File: src/rtl/id_ex_hazard_reg_pkg.sv
// Shared definitions for the ID/EX pipeline register: widths, ALU op codes,
// forwarding-select codes and the EX control bundle.
package id_ex_hazard_reg_pkg;

    localparam int XLEN    = 32;
    localparam int ALUOP_W = 4;
    localparam int CNT_W   = 16;

    localparam logic [ALUOP_W-1:0] ALU_ADD  = 4'd0;
    localparam logic [ALUOP_W-1:0] ALU_SUB  = 4'd1;
    localparam logic [ALUOP_W-1:0] ALU_AND  = 4'd2;
    localparam logic [ALUOP_W-1:0] ALU_OR   = 4'd3;
    localparam logic [ALUOP_W-1:0] ALU_XOR  = 4'd4;
    localparam logic [ALUOP_W-1:0] ALU_SLL  = 4'd5;
    localparam logic [ALUOP_W-1:0] ALU_SRL  = 4'd6;
    localparam logic [ALUOP_W-1:0] ALU_SRA  = 4'd7;
    localparam logic [ALUOP_W-1:0] ALU_SLT  = 4'd8;
    localparam logic [ALUOP_W-1:0] ALU_SLTU = 4'd9;

    typedef enum logic [1:0] {
        FWD_NONE = 2'b00,
        FWD_WB   = 2'b01,
        FWD_MEM  = 2'b10
    } fwd_sel_e;

    typedef struct packed {
        logic               reg_write;
        logic               mem_read;
        logic               mem_write;
        logic               mem_to_reg;
        logic               branch;
        logic               alu_src;
        logic [ALUOP_W-1:0] alu_op;
    } ex_ctrl_t;

    localparam ex_ctrl_t EX_CTRL_BUBBLE = '0;

    // x0 is hard-wired to zero, so it never takes part in a dependency.
    function automatic logic addr_match(input logic [4:0] a, input logic [4:0] b);
        return (a != 5'd0) && (a == b);
    endfunction

endpackage

File: src/rtl/id_ex_hazard_reg_if.sv
// ID-stage inputs, WB bypass inputs and registered EX-stage outputs of the
// ID/EX pipeline register.
interface id_ex_hazard_reg_if;
    import id_ex_hazard_reg_pkg::*;

    logic                ID_Valid;
    logic [XLEN-1:0]     ID_PC;
    logic [XLEN-1:0]     ID_Rs1Data;
    logic [XLEN-1:0]     ID_Rs2Data;
    logic [XLEN-1:0]     ID_Imm;
    logic [4:0]          ID_RegAddr1;
    logic [4:0]          ID_RegAddr2;
    logic [4:0]          ID_RdAddr;
    logic                ID_UseRs1;
    logic                ID_UseRs2;
    logic [ALUOP_W-1:0]  ID_ALUOp;
    logic                ID_ALUSrc;
    logic                ID_MemRead;
    logic                ID_MemWrite;
    logic                ID_RegWrite;
    logic                ID_MemToReg;
    logic                ID_Branch;
    logic                WB_RegWrite;
    logic [4:0]          WB_RdAddr;
    logic [XLEN-1:0]     WB_Data;
    logic                Stall_in;
    logic                Flush;

    logic                EX_Valid;
    logic [XLEN-1:0]     EX_PC;
    logic [XLEN-1:0]     EX_Rs1Data;
    logic [XLEN-1:0]     EX_Rs2Data;
    logic [XLEN-1:0]     EX_Imm;
    logic [4:0]          EX_RegAddr1;
    logic [4:0]          EX_RegAddr2;
    logic [4:0]          EX_RdAddr;
    logic                EX_UseRs1;
    logic                EX_UseRs2;
    logic [ALUOP_W-1:0]  EX_ALUOp;
    logic                EX_ALUSrc;
    logic                EX_MemRead;
    logic                EX_MemWrite;
    logic                EX_RegWrite;
    logic                EX_MemToReg;
    logic                EX_Branch;
    logic                Stall_out;
    logic                LoadUse;
    logic [CNT_W-1:0]    BubbleCount;

    modport master (
        output ID_Valid, ID_PC, ID_Rs1Data, ID_Rs2Data, ID_Imm, ID_RegAddr1, ID_RegAddr2,
               ID_RdAddr, ID_UseRs1, ID_UseRs2, ID_ALUOp, ID_ALUSrc, ID_MemRead,
               ID_MemWrite, ID_RegWrite, ID_MemToReg, ID_Branch,
               WB_RegWrite, WB_RdAddr, WB_Data, Stall_in, Flush,
        input  EX_Valid, EX_PC, EX_Rs1Data, EX_Rs2Data, EX_Imm, EX_RegAddr1, EX_RegAddr2,
               EX_RdAddr, EX_UseRs1, EX_UseRs2, EX_ALUOp, EX_ALUSrc, EX_MemRead,
               EX_MemWrite, EX_RegWrite, EX_MemToReg, EX_Branch,
               Stall_out, LoadUse, BubbleCount
    );

    modport slave (
        input  ID_Valid, ID_PC, ID_Rs1Data, ID_Rs2Data, ID_Imm, ID_RegAddr1, ID_RegAddr2,
               ID_RdAddr, ID_UseRs1, ID_UseRs2, ID_ALUOp, ID_ALUSrc, ID_MemRead,
               ID_MemWrite, ID_RegWrite, ID_MemToReg, ID_Branch,
               WB_RegWrite, WB_RdAddr, WB_Data, Stall_in, Flush,
        output EX_Valid, EX_PC, EX_Rs1Data, EX_Rs2Data, EX_Imm, EX_RegAddr1, EX_RegAddr2,
               EX_RdAddr, EX_UseRs1, EX_UseRs2, EX_ALUOp, EX_ALUSrc, EX_MemRead,
               EX_MemWrite, EX_RegWrite, EX_MemToReg, EX_Branch,
               Stall_out, LoadUse, BubbleCount
    );

endinterface

File: src/rtl/id_ex_hazard_reg_load_use_detect.sv
// Combinational load-use hazard detect: a valid load in EX whose rd is read
// by the valid instruction sitting in ID.
module load_use_detect
    import id_ex_hazard_reg_pkg::*;
(
    input  logic       id_valid_i,
    input  logic       id_use_rs1_i,
    input  logic       id_use_rs2_i,
    input  logic [4:0] id_reg_addr1_i,
    input  logic [4:0] id_reg_addr2_i,
    input  logic       ex_valid_i,
    input  logic       ex_mem_read_i,
    input  logic [4:0] ex_rd_addr_i,
    output logic       load_use_o
);

    logic rs1_dep;
    logic rs2_dep;

    assign rs1_dep    = id_use_rs1_i & addr_match(ex_rd_addr_i, id_reg_addr1_i);
    assign rs2_dep    = id_use_rs2_i & addr_match(ex_rd_addr_i, id_reg_addr2_i);
    assign load_use_o = id_valid_i & ex_valid_i & ex_mem_read_i & (rs1_dep | rs2_dep);

endmodule

File: src/rtl/id_ex_hazard_reg.sv
// ID/EX pipeline register with load-use bubble insertion, flush, downstream
// stall hold and a WB->ID register-file bypass on capture.
module id_ex_hazard_reg
    import id_ex_hazard_reg_pkg::*;
(
    input  logic          clk,
    input  logic          rst_n,
    id_ex_hazard_reg_if.slave bus
);

    logic                 valid_q, valid_d;
    logic [XLEN-1:0]      pc_q, pc_d;
    logic [XLEN-1:0]      rs1_q, rs1_d;
    logic [XLEN-1:0]      rs2_q, rs2_d;
    logic [XLEN-1:0]      imm_q, imm_d;
    logic [4:0]           ra1_q, ra1_d;
    logic [4:0]           ra2_q, ra2_d;
    logic [4:0]           rd_q, rd_d;
    logic                 use1_q, use1_d;
    logic                 use2_q, use2_d;
    ex_ctrl_t             ctrl_q, ctrl_d;
    logic [CNT_W-1:0]     cnt_q, cnt_d;

    logic                 load_use;
    ex_ctrl_t             id_ctrl;
    logic [XLEN-1:0]      rs1_byp;
    logic [XLEN-1:0]      rs2_byp;

    load_use_detect u_load_use_detect (
        .id_valid_i     (bus.ID_Valid),
        .id_use_rs1_i   (bus.ID_UseRs1),
        .id_use_rs2_i   (bus.ID_UseRs2),
        .id_reg_addr1_i (bus.ID_RegAddr1),
        .id_reg_addr2_i (bus.ID_RegAddr2),
        .ex_valid_i     (valid_q),
        .ex_mem_read_i  (ctrl_q.mem_read),
        .ex_rd_addr_i   (rd_q),
        .load_use_o     (load_use)
    );

    assign id_ctrl = '{reg_write:  bus.ID_RegWrite,
                       mem_read:   bus.ID_MemRead,
                       mem_write:  bus.ID_MemWrite,
                       mem_to_reg: bus.ID_MemToReg,
                       branch:     bus.ID_Branch,
                       alu_src:    bus.ID_ALUSrc,
                       alu_op:     bus.ID_ALUOp};

    // The register file reads before it writes, so a same-cycle WB result is taken here.
    assign rs1_byp = (bus.WB_RegWrite && addr_match(bus.WB_RdAddr, bus.ID_RegAddr1))
                     ? bus.WB_Data : bus.ID_Rs1Data;
    assign rs2_byp = (bus.WB_RegWrite && addr_match(bus.WB_RdAddr, bus.ID_RegAddr2))
                     ? bus.WB_Data : bus.ID_Rs2Data;

    assign bus.LoadUse   = load_use;
    assign bus.Stall_out = bus.Stall_in | (load_use & ~bus.Flush);

    always_comb begin
        valid_d = valid_q;
        pc_d    = pc_q;
        rs1_d   = rs1_q;
        rs2_d   = rs2_q;
        imm_d   = imm_q;
        ra1_d   = ra1_q;
        ra2_d   = ra2_q;
        rd_d    = rd_q;
        use1_d  = use1_q;
        use2_d  = use2_q;
        ctrl_d  = ctrl_q;
        cnt_d   = cnt_q;
        if (!bus.Stall_in) begin
            if (bus.Flush || load_use) begin
                valid_d = 1'b0;
                pc_d    = '0;
                rs1_d   = '0;
                rs2_d   = '0;
                imm_d   = '0;
                ra1_d   = '0;
                ra2_d   = '0;
                rd_d    = '0;
                use1_d  = 1'b0;
                use2_d  = 1'b0;
                ctrl_d  = EX_CTRL_BUBBLE;
                // Only hazard bubbles are counted; a flush bubble is not a stall.
                if (!bus.Flush && (cnt_q != {CNT_W{1'b1}}))
                    cnt_d = cnt_q + 1'b1;
            end else begin
                valid_d = bus.ID_Valid;
                pc_d    = bus.ID_PC;
                rs1_d   = rs1_byp;
                rs2_d   = rs2_byp;
                imm_d   = bus.ID_Imm;
                ra1_d   = bus.ID_RegAddr1;
                ra2_d   = bus.ID_RegAddr2;
                rd_d    = bus.ID_RdAddr;
                use1_d  = bus.ID_UseRs1;
                use2_d  = bus.ID_UseRs2;
                ctrl_d  = id_ctrl;
            end
        end
    end

    always_ff @(posedge clk or negedge rst_n) begin
        if (!rst_n) begin
            valid_q <= 1'b0;
            pc_q    <= '0;
            rs1_q   <= '0;
            rs2_q   <= '0;
            imm_q   <= '0;
            ra1_q   <= '0;
            ra2_q   <= '0;
            rd_q    <= '0;
            use1_q  <= 1'b0;
            use2_q  <= 1'b0;
            ctrl_q  <= EX_CTRL_BUBBLE;
            cnt_q   <= '0;
        end else begin
            valid_q <= valid_d;
            pc_q    <= pc_d;
            rs1_q   <= rs1_d;
            rs2_q   <= rs2_d;
            imm_q   <= imm_d;
            ra1_q   <= ra1_d;
            ra2_q   <= ra2_d;
            rd_q    <= rd_d;
            use1_q  <= use1_d;
            use2_q  <= use2_d;
            ctrl_q  <= ctrl_d;
            cnt_q   <= cnt_d;
        end
    end

    assign bus.EX_Valid    = valid_q;
    assign bus.EX_PC       = pc_q;
    assign bus.EX_Rs1Data  = rs1_q;
    assign bus.EX_Rs2Data  = rs2_q;
    assign bus.EX_Imm      = imm_q;
    assign bus.EX_RegAddr1 = ra1_q;
    assign bus.EX_RegAddr2 = ra2_q;
    assign bus.EX_RdAddr   = rd_q;
    assign bus.EX_UseRs1   = use1_q;
    assign bus.EX_UseRs2   = use2_q;
    assign bus.EX_ALUOp    = ctrl_q.alu_op;
    assign bus.EX_ALUSrc   = ctrl_q.alu_src;
    assign bus.EX_MemRead  = ctrl_q.mem_read;
    assign bus.EX_MemWrite = ctrl_q.mem_write;
    assign bus.EX_RegWrite = ctrl_q.reg_write;
    assign bus.EX_MemToReg = ctrl_q.mem_to_reg;
    assign bus.EX_Branch   = ctrl_q.branch;
    assign bus.BubbleCount = cnt_q;

endmodule
File: src/flat_wrapper.sv
// flat-port wrapper written by rule: the top's interface ports become plain ports
module id_ex_hazard_reg_flat import id_ex_hazard_reg_pkg::*;
  (clk, rst_n, bus_ID_Valid, bus_ID_PC, bus_ID_Rs1Data, bus_ID_Rs2Data, bus_ID_Imm, bus_ID_RegAddr1, bus_ID_RegAddr2, bus_ID_RdAddr, bus_ID_UseRs1, bus_ID_UseRs2, bus_ID_ALUOp, bus_ID_ALUSrc, bus_ID_MemRead, bus_ID_MemWrite, bus_ID_RegWrite, bus_ID_MemToReg, bus_ID_Branch, bus_WB_RegWrite, bus_WB_RdAddr, bus_WB_Data, bus_Stall_in, bus_Flush, bus_EX_Valid, bus_EX_PC, bus_EX_Rs1Data, bus_EX_Rs2Data, bus_EX_Imm, bus_EX_RegAddr1, bus_EX_RegAddr2, bus_EX_RdAddr, bus_EX_UseRs1, bus_EX_UseRs2, bus_EX_ALUOp, bus_EX_ALUSrc, bus_EX_MemRead, bus_EX_MemWrite, bus_EX_RegWrite, bus_EX_MemToReg, bus_EX_Branch, bus_Stall_out, bus_LoadUse, bus_BubbleCount);
  id_ex_hazard_reg_if bus_i ();
  input  logic clk;
  input  logic rst_n;
  input wire logic [$bits(bus_i.ID_Valid)-1:0] bus_ID_Valid;
  input wire logic [$bits(bus_i.ID_PC)-1:0] bus_ID_PC;
  input wire logic [$bits(bus_i.ID_Rs1Data)-1:0] bus_ID_Rs1Data;
  input wire logic [$bits(bus_i.ID_Rs2Data)-1:0] bus_ID_Rs2Data;
  input wire logic [$bits(bus_i.ID_Imm)-1:0] bus_ID_Imm;
  input wire logic [$bits(bus_i.ID_RegAddr1)-1:0] bus_ID_RegAddr1;
  input wire logic [$bits(bus_i.ID_RegAddr2)-1:0] bus_ID_RegAddr2;
  input wire logic [$bits(bus_i.ID_RdAddr)-1:0] bus_ID_RdAddr;
  input wire logic [$bits(bus_i.ID_UseRs1)-1:0] bus_ID_UseRs1;
  input wire logic [$bits(bus_i.ID_UseRs2)-1:0] bus_ID_UseRs2;
  input wire logic [$bits(bus_i.ID_ALUOp)-1:0] bus_ID_ALUOp;
  input wire logic [$bits(bus_i.ID_ALUSrc)-1:0] bus_ID_ALUSrc;
  input wire logic [$bits(bus_i.ID_MemRead)-1:0] bus_ID_MemRead;
  input wire logic [$bits(bus_i.ID_MemWrite)-1:0] bus_ID_MemWrite;
  input wire logic [$bits(bus_i.ID_RegWrite)-1:0] bus_ID_RegWrite;
  input wire logic [$bits(bus_i.ID_MemToReg)-1:0] bus_ID_MemToReg;
  input wire logic [$bits(bus_i.ID_Branch)-1:0] bus_ID_Branch;
  input wire logic [$bits(bus_i.WB_RegWrite)-1:0] bus_WB_RegWrite;
  input wire logic [$bits(bus_i.WB_RdAddr)-1:0] bus_WB_RdAddr;
  input wire logic [$bits(bus_i.WB_Data)-1:0] bus_WB_Data;
  input wire logic [$bits(bus_i.Stall_in)-1:0] bus_Stall_in;
  input wire logic [$bits(bus_i.Flush)-1:0] bus_Flush;
  output wire logic [$bits(bus_i.EX_Valid)-1:0] bus_EX_Valid;
  output wire logic [$bits(bus_i.EX_PC)-1:0] bus_EX_PC;
  output wire logic [$bits(bus_i.EX_Rs1Data)-1:0] bus_EX_Rs1Data;
  output wire logic [$bits(bus_i.EX_Rs2Data)-1:0] bus_EX_Rs2Data;
  output wire logic [$bits(bus_i.EX_Imm)-1:0] bus_EX_Imm;
  output wire logic [$bits(bus_i.EX_RegAddr1)-1:0] bus_EX_RegAddr1;
  output wire logic [$bits(bus_i.EX_RegAddr2)-1:0] bus_EX_RegAddr2;
  output wire logic [$bits(bus_i.EX_RdAddr)-1:0] bus_EX_RdAddr;
  output wire logic [$bits(bus_i.EX_UseRs1)-1:0] bus_EX_UseRs1;
  output wire logic [$bits(bus_i.EX_UseRs2)-1:0] bus_EX_UseRs2;
  output wire logic [$bits(bus_i.EX_ALUOp)-1:0] bus_EX_ALUOp;
  output wire logic [$bits(bus_i.EX_ALUSrc)-1:0] bus_EX_ALUSrc;
  output wire logic [$bits(bus_i.EX_MemRead)-1:0] bus_EX_MemRead;
  output wire logic [$bits(bus_i.EX_MemWrite)-1:0] bus_EX_MemWrite;
  output wire logic [$bits(bus_i.EX_RegWrite)-1:0] bus_EX_RegWrite;
  output wire logic [$bits(bus_i.EX_MemToReg)-1:0] bus_EX_MemToReg;
  output wire logic [$bits(bus_i.EX_Branch)-1:0] bus_EX_Branch;
  output wire logic [$bits(bus_i.Stall_out)-1:0] bus_Stall_out;
  output wire logic [$bits(bus_i.LoadUse)-1:0] bus_LoadUse;
  output wire logic [$bits(bus_i.BubbleCount)-1:0] bus_BubbleCount;
  assign bus_i.ID_Valid = bus_ID_Valid;
  assign bus_i.ID_PC = bus_ID_PC;
  assign bus_i.ID_Rs1Data = bus_ID_Rs1Data;
  assign bus_i.ID_Rs2Data = bus_ID_Rs2Data;
  assign bus_i.ID_Imm = bus_ID_Imm;
  assign bus_i.ID_RegAddr1 = bus_ID_RegAddr1;
  assign bus_i.ID_RegAddr2 = bus_ID_RegAddr2;
  assign bus_i.ID_RdAddr = bus_ID_RdAddr;
  assign bus_i.ID_UseRs1 = bus_ID_UseRs1;
  assign bus_i.ID_UseRs2 = bus_ID_UseRs2;
  assign bus_i.ID_ALUOp = bus_ID_ALUOp;
  assign bus_i.ID_ALUSrc = bus_ID_ALUSrc;
  assign bus_i.ID_MemRead = bus_ID_MemRead;
  assign bus_i.ID_MemWrite = bus_ID_MemWrite;
  assign bus_i.ID_RegWrite = bus_ID_RegWrite;
  assign bus_i.ID_MemToReg = bus_ID_MemToReg;
  assign bus_i.ID_Branch = bus_ID_Branch;
  assign bus_i.WB_RegWrite = bus_WB_RegWrite;
  assign bus_i.WB_RdAddr = bus_WB_RdAddr;
  assign bus_i.WB_Data = bus_WB_Data;
  assign bus_i.Stall_in = bus_Stall_in;
  assign bus_i.Flush = bus_Flush;
  assign bus_EX_Valid = bus_i.EX_Valid;
  assign bus_EX_PC = bus_i.EX_PC;
  assign bus_EX_Rs1Data = bus_i.EX_Rs1Data;
  assign bus_EX_Rs2Data = bus_i.EX_Rs2Data;
  assign bus_EX_Imm = bus_i.EX_Imm;
  assign bus_EX_RegAddr1 = bus_i.EX_RegAddr1;
  assign bus_EX_RegAddr2 = bus_i.EX_RegAddr2;
  assign bus_EX_RdAddr = bus_i.EX_RdAddr;
  assign bus_EX_UseRs1 = bus_i.EX_UseRs1;
  assign bus_EX_UseRs2 = bus_i.EX_UseRs2;
  assign bus_EX_ALUOp = bus_i.EX_ALUOp;
  assign bus_EX_ALUSrc = bus_i.EX_ALUSrc;
  assign bus_EX_MemRead = bus_i.EX_MemRead;
  assign bus_EX_MemWrite = bus_i.EX_MemWrite;
  assign bus_EX_RegWrite = bus_i.EX_RegWrite;
  assign bus_EX_MemToReg = bus_i.EX_MemToReg;
  assign bus_EX_Branch = bus_i.EX_Branch;
  assign bus_Stall_out = bus_i.Stall_out;
  assign bus_LoadUse = bus_i.LoadUse;
  assign bus_BubbleCount = bus_i.BubbleCount;
  id_ex_hazard_reg u_core (.clk(clk), .rst_n(rst_n), .bus(bus_i));
endmodule
File: config.mk
export PLATFORM = sky130hd
export DESIGN_NAME = id_ex_hazard_reg_flat
export DESIGN_NICKNAME = d
export VERILOG_FILES = /design/src/rtl/id_ex_hazard_reg_pkg.sv /design/src/rtl/id_ex_hazard_reg_if.sv /design/src/rtl/id_ex_hazard_reg_load_use_detect.sv /design/src/rtl/id_ex_hazard_reg.sv /design/src/flat_wrapper.sv
export SDC_FILE = /design/constraint.sdc
export NUM_CORES = 1
export LEC_CHECK = 0
export ABC_CLOCK_PERIOD_IN_PS = 2400
export CORE_AREA = 2 2 144 146
export CTS_CLUSTER_SIZE = 14
export DETAILED_ROUTE_END_ITERATION = 6
export DIE_AREA = 0 0 146 148
export PLACE_DENSITY = 0.83
export SETUP_SLACK_MARGIN = 0.1
export SLEW_MARGIN = 20
export SYNTH_ARGS = -nofsm -noshare
export SYNTH_HDL_FRONTEND = slang
export SYNTH_SLANG_ARGS = --single-unit
export TNS_END_PERCENT = 30
File: constraint.sdc
create_clock -name clk -period 2.4 [get_ports clk]
set_input_delay 0.24 -clock clk [delete_from_list [all_inputs] [get_ports clk]]
set_output_delay 0.24 -clock clk [all_outputs]
set_load 0.02 [all_outputs]
==> summary.txt <==
die area = 21600 um2
Syn Std Cell Area = 7290 um2
Worst Hold End = u_core.bus.BubbleCount[2]
Via density = 4.96
wl on met1 = 9.43 mm
outcome = completed
top layer in use = met4
PwrDens = 636 nW/um2
minimum clock period = 2.22 ns
Max FO, Critical Path = 5
first-pass GRT wire length = 37.1 mm
Final Hold Vio Count = 0
core footprint = 20000 um2
nets@finish = 1176
FP Rows = 52
CTS root buffer = clkbuf_16
Post-DP HPWL = 17.9 mm
postcts setup bufs = 0
Yosys reg bits = 172
Post-Layout Inst Area = 12100 um2
Routed Antenna Nets = 0
cells after synthesis = 593
RR Endpoint = u_core.bus.BubbleCount[12]
CTS tree = yes
Tot GR Track Use = 22.1%
EDFF count, synth = 0
final non-filler cell total = 1260
max_slew headroom = 47.2%
die width = 146 um
routed vias = 6248
CP required = 2.16 ns
clk slew on worst S/H paths = 0.07 ns
leakage = 5.05 nW
DP Area = 11400 um2
Residual DRC = 0
hold crit path type = in2reg
Setup Crit Path Kind = reg2out
Die Y = 148 um
initial antenna violation count = 0
FMAX = 0.450 GHz
Sink Count = 172
CTS max path bufs = 2
share of cells above drive strength 1 = 8.59%
Filler cells = 1631
Mean Syn Cell Area = 12.3 um2
port bufs = 371
fraction of registers with async set/reset = 100%
antenna diode count = 0
Syn Nets = 792
I/O Pins = 372
register area = 4310 um2
vias in the first global route = 6590
met3 WL = 1.76 mm
Final Cycle Share = 92.7%
clock skew = 0.0106 ns
final core occ = 60.2%
top_reg_cell synth = dfrtp_1
most frequent cells in the layout = clkdlybuf4s50_1, dfrtp_1, a22o_1
final WL = 24.0 mm
Synth-to-Final Area Change = 65.3%
metal2 WL = 12.3 mm
register area share after synthesis = 59.0%
starting density of the core = 36.4%
Yosys cell types = 35
largest net degree at the start of global routing = 157
RSZ-0062 raised after global routing = no
GRT overflow = 0
Synth Warn # = 0
worst slew pin tran = 0.791 ns
wire per inst = 19.1 um
commonest non-fill, non-tap cell in the layout = clkdlybuf4s50_1
Skew-Pair Late Insertion Delay = 0.42 ns
RePlAce Congestion = 0.852
H-tree Lvls = 4
crit start category = flop
CTS Buf Count = 17
Multi-input gate area = 2700 um2
CP Capture Type = output port
Hold Path Cell Cnt = 5
FF-to-FF path depth = 6
setup violators final = 0
WP data arrival = 1.98 ns
max-slew violation count = 0
Final Power = 7.67 mW
# placed instances = 1227
VDD IR max = 0.440 mV
Hold Path Origin = bus_Stall_in
drt pass-1 iters = 4
R2R Setup Slk = 0.33 ns
r2r startpoint = u_core.bus.BubbleCount[1]
drt initial violations = 225
Max-Cap Viols = 0
## state kept, by name, summed over array words and instances, names as in the netlist, 4 cells and up
signal                  count
u_core.bus.EX_ALUOp         4
u_core.bus.EX_Rs1Data      32
u_core.bus.BubbleCount     16
u_core.bus.EX_RdAddr        5
u_core.bus.EX_RegAddr1      5
u_core.bus.EX_RegAddr2      5
u_core.bus.EX_Rs2Data      32
u_core.bus.EX_Imm          32
u_core.bus.EX_PC           32
## critical path, stage by stage (launching register included)
cell and delay, ns:
dfrtp_1 0.44, xnor2_1 0.19, nand4_1 0.13, o22ai_2 0.21, and2_4 0.20, buf_4 0.11, clkdlybuf4s15_1 0.29
## through the flow
step	hold WS (ns)	setup slack (ns)	setup TNS, ns
after CTS	0.370	0.0726	0
after global routing	0.387	0.0905	0
after global placement	0.316	-0.0801	-0.113
after detailed placement	0.322	-0.0985	-0.162
final	0.374	0.176	0
after floorplan	-0.0556	0.445	0
## cell usage after synthesis, types with 5 or more instances
cell type | n | area share [%]
dfrtp_1 | 172 | 59
a22o_1 | 92 | 11
nand2_1 | 73 | 3.8
mux2i_1 | 64 | 8.8
o21ai_1 | 60 | 4.1
xnor2_1 | 20 | 2.4
clkbuf_1 | 18 | 0.93
xor2_1 | 15 | 1.8
buf_6 | 14 | 2.2
nor2_1 | 9 | 0.46
buf_4 | 8 | 0.82
nand3_1 | 7 | 0.48
nand4_1 | 5 | 0.43
nor3_1 | 5 | 0.34
## area by class of cell
type | instances | area share, %
flip-flops and latches | 172 | 35.7
inverters | 3 | 0.0934
well taps | 270 | 2.80
clock buffers | 18 | 3.56
multi-input cells | 375 | 22.3
repair buffers | 408 | 34.0
clock inverters | 14 | 1.45
## per-layer routing
layer  GRT usage, %  vias to the layer above
met5              0                        -
met4           6.26                        0
met3           7.22                       37
met2           38.6                      247
met1           26.2                     3049
li1               -                     2915
## worst max-delay path by stage
| stage | cells past startpoint | from | end | slack (ns) |
|---|---|---|---|---|
| global placement | 7 | bus_ID_RegAddr2[3] | bus_Stall_out | -0.08 |
| global route | 6 | u_core.bus.EX_RdAddr[2] | bus_LoadUse | 0.09 |
| CTS | 6 | u_core.bus.EX_RdAddr[4] | bus_LoadUse | 0.07 |
| floorplan | 6 | u_core.bus.BubbleCount[0] | u_core.bus.BubbleCount[1] | 0.44 |
| finish | 6 | u_core.bus.EX_RdAddr[2] | bus_LoadUse | 0.18 |
| detailed placement | 7 | bus_ID_RegAddr2[3] | bus_Stall_out | -0.1 |
## cells by family (layout without fill, tap and decap cells)
group / after synthesis / count (layout) / share of synthesized area [%]
AOI/OAI and AO/OA: 161 / 161 / 16.1
xor gates and xnor gates: 35 / 35 / 4.20
muxes: 65 / 65 / 8.94
adders and majority gates: 1 / 1 / 0.171
buffers and inverters: 46 / 443 / 4.27
and+or+nand+nor: 113 / 113 / 7.32
DFF: 172 / 172 / 59.0
## where the power goes
part | internal (mW) | switching, mW
Sequential | 3.10 | 0.127
Combinational | 0.860 | 0.727
Clock | 1.58 | 1.28
Total | 5.54 | 2.13
## what timing repair did
item	CTS	global route
endpoints found under the setup margin	2	2
pin swaps	0	0
hold buffers	1	0
resized for setup	5	3
hold endpoints to repair	66	0
Note: power is estimated with default switching activity, not from simulation.
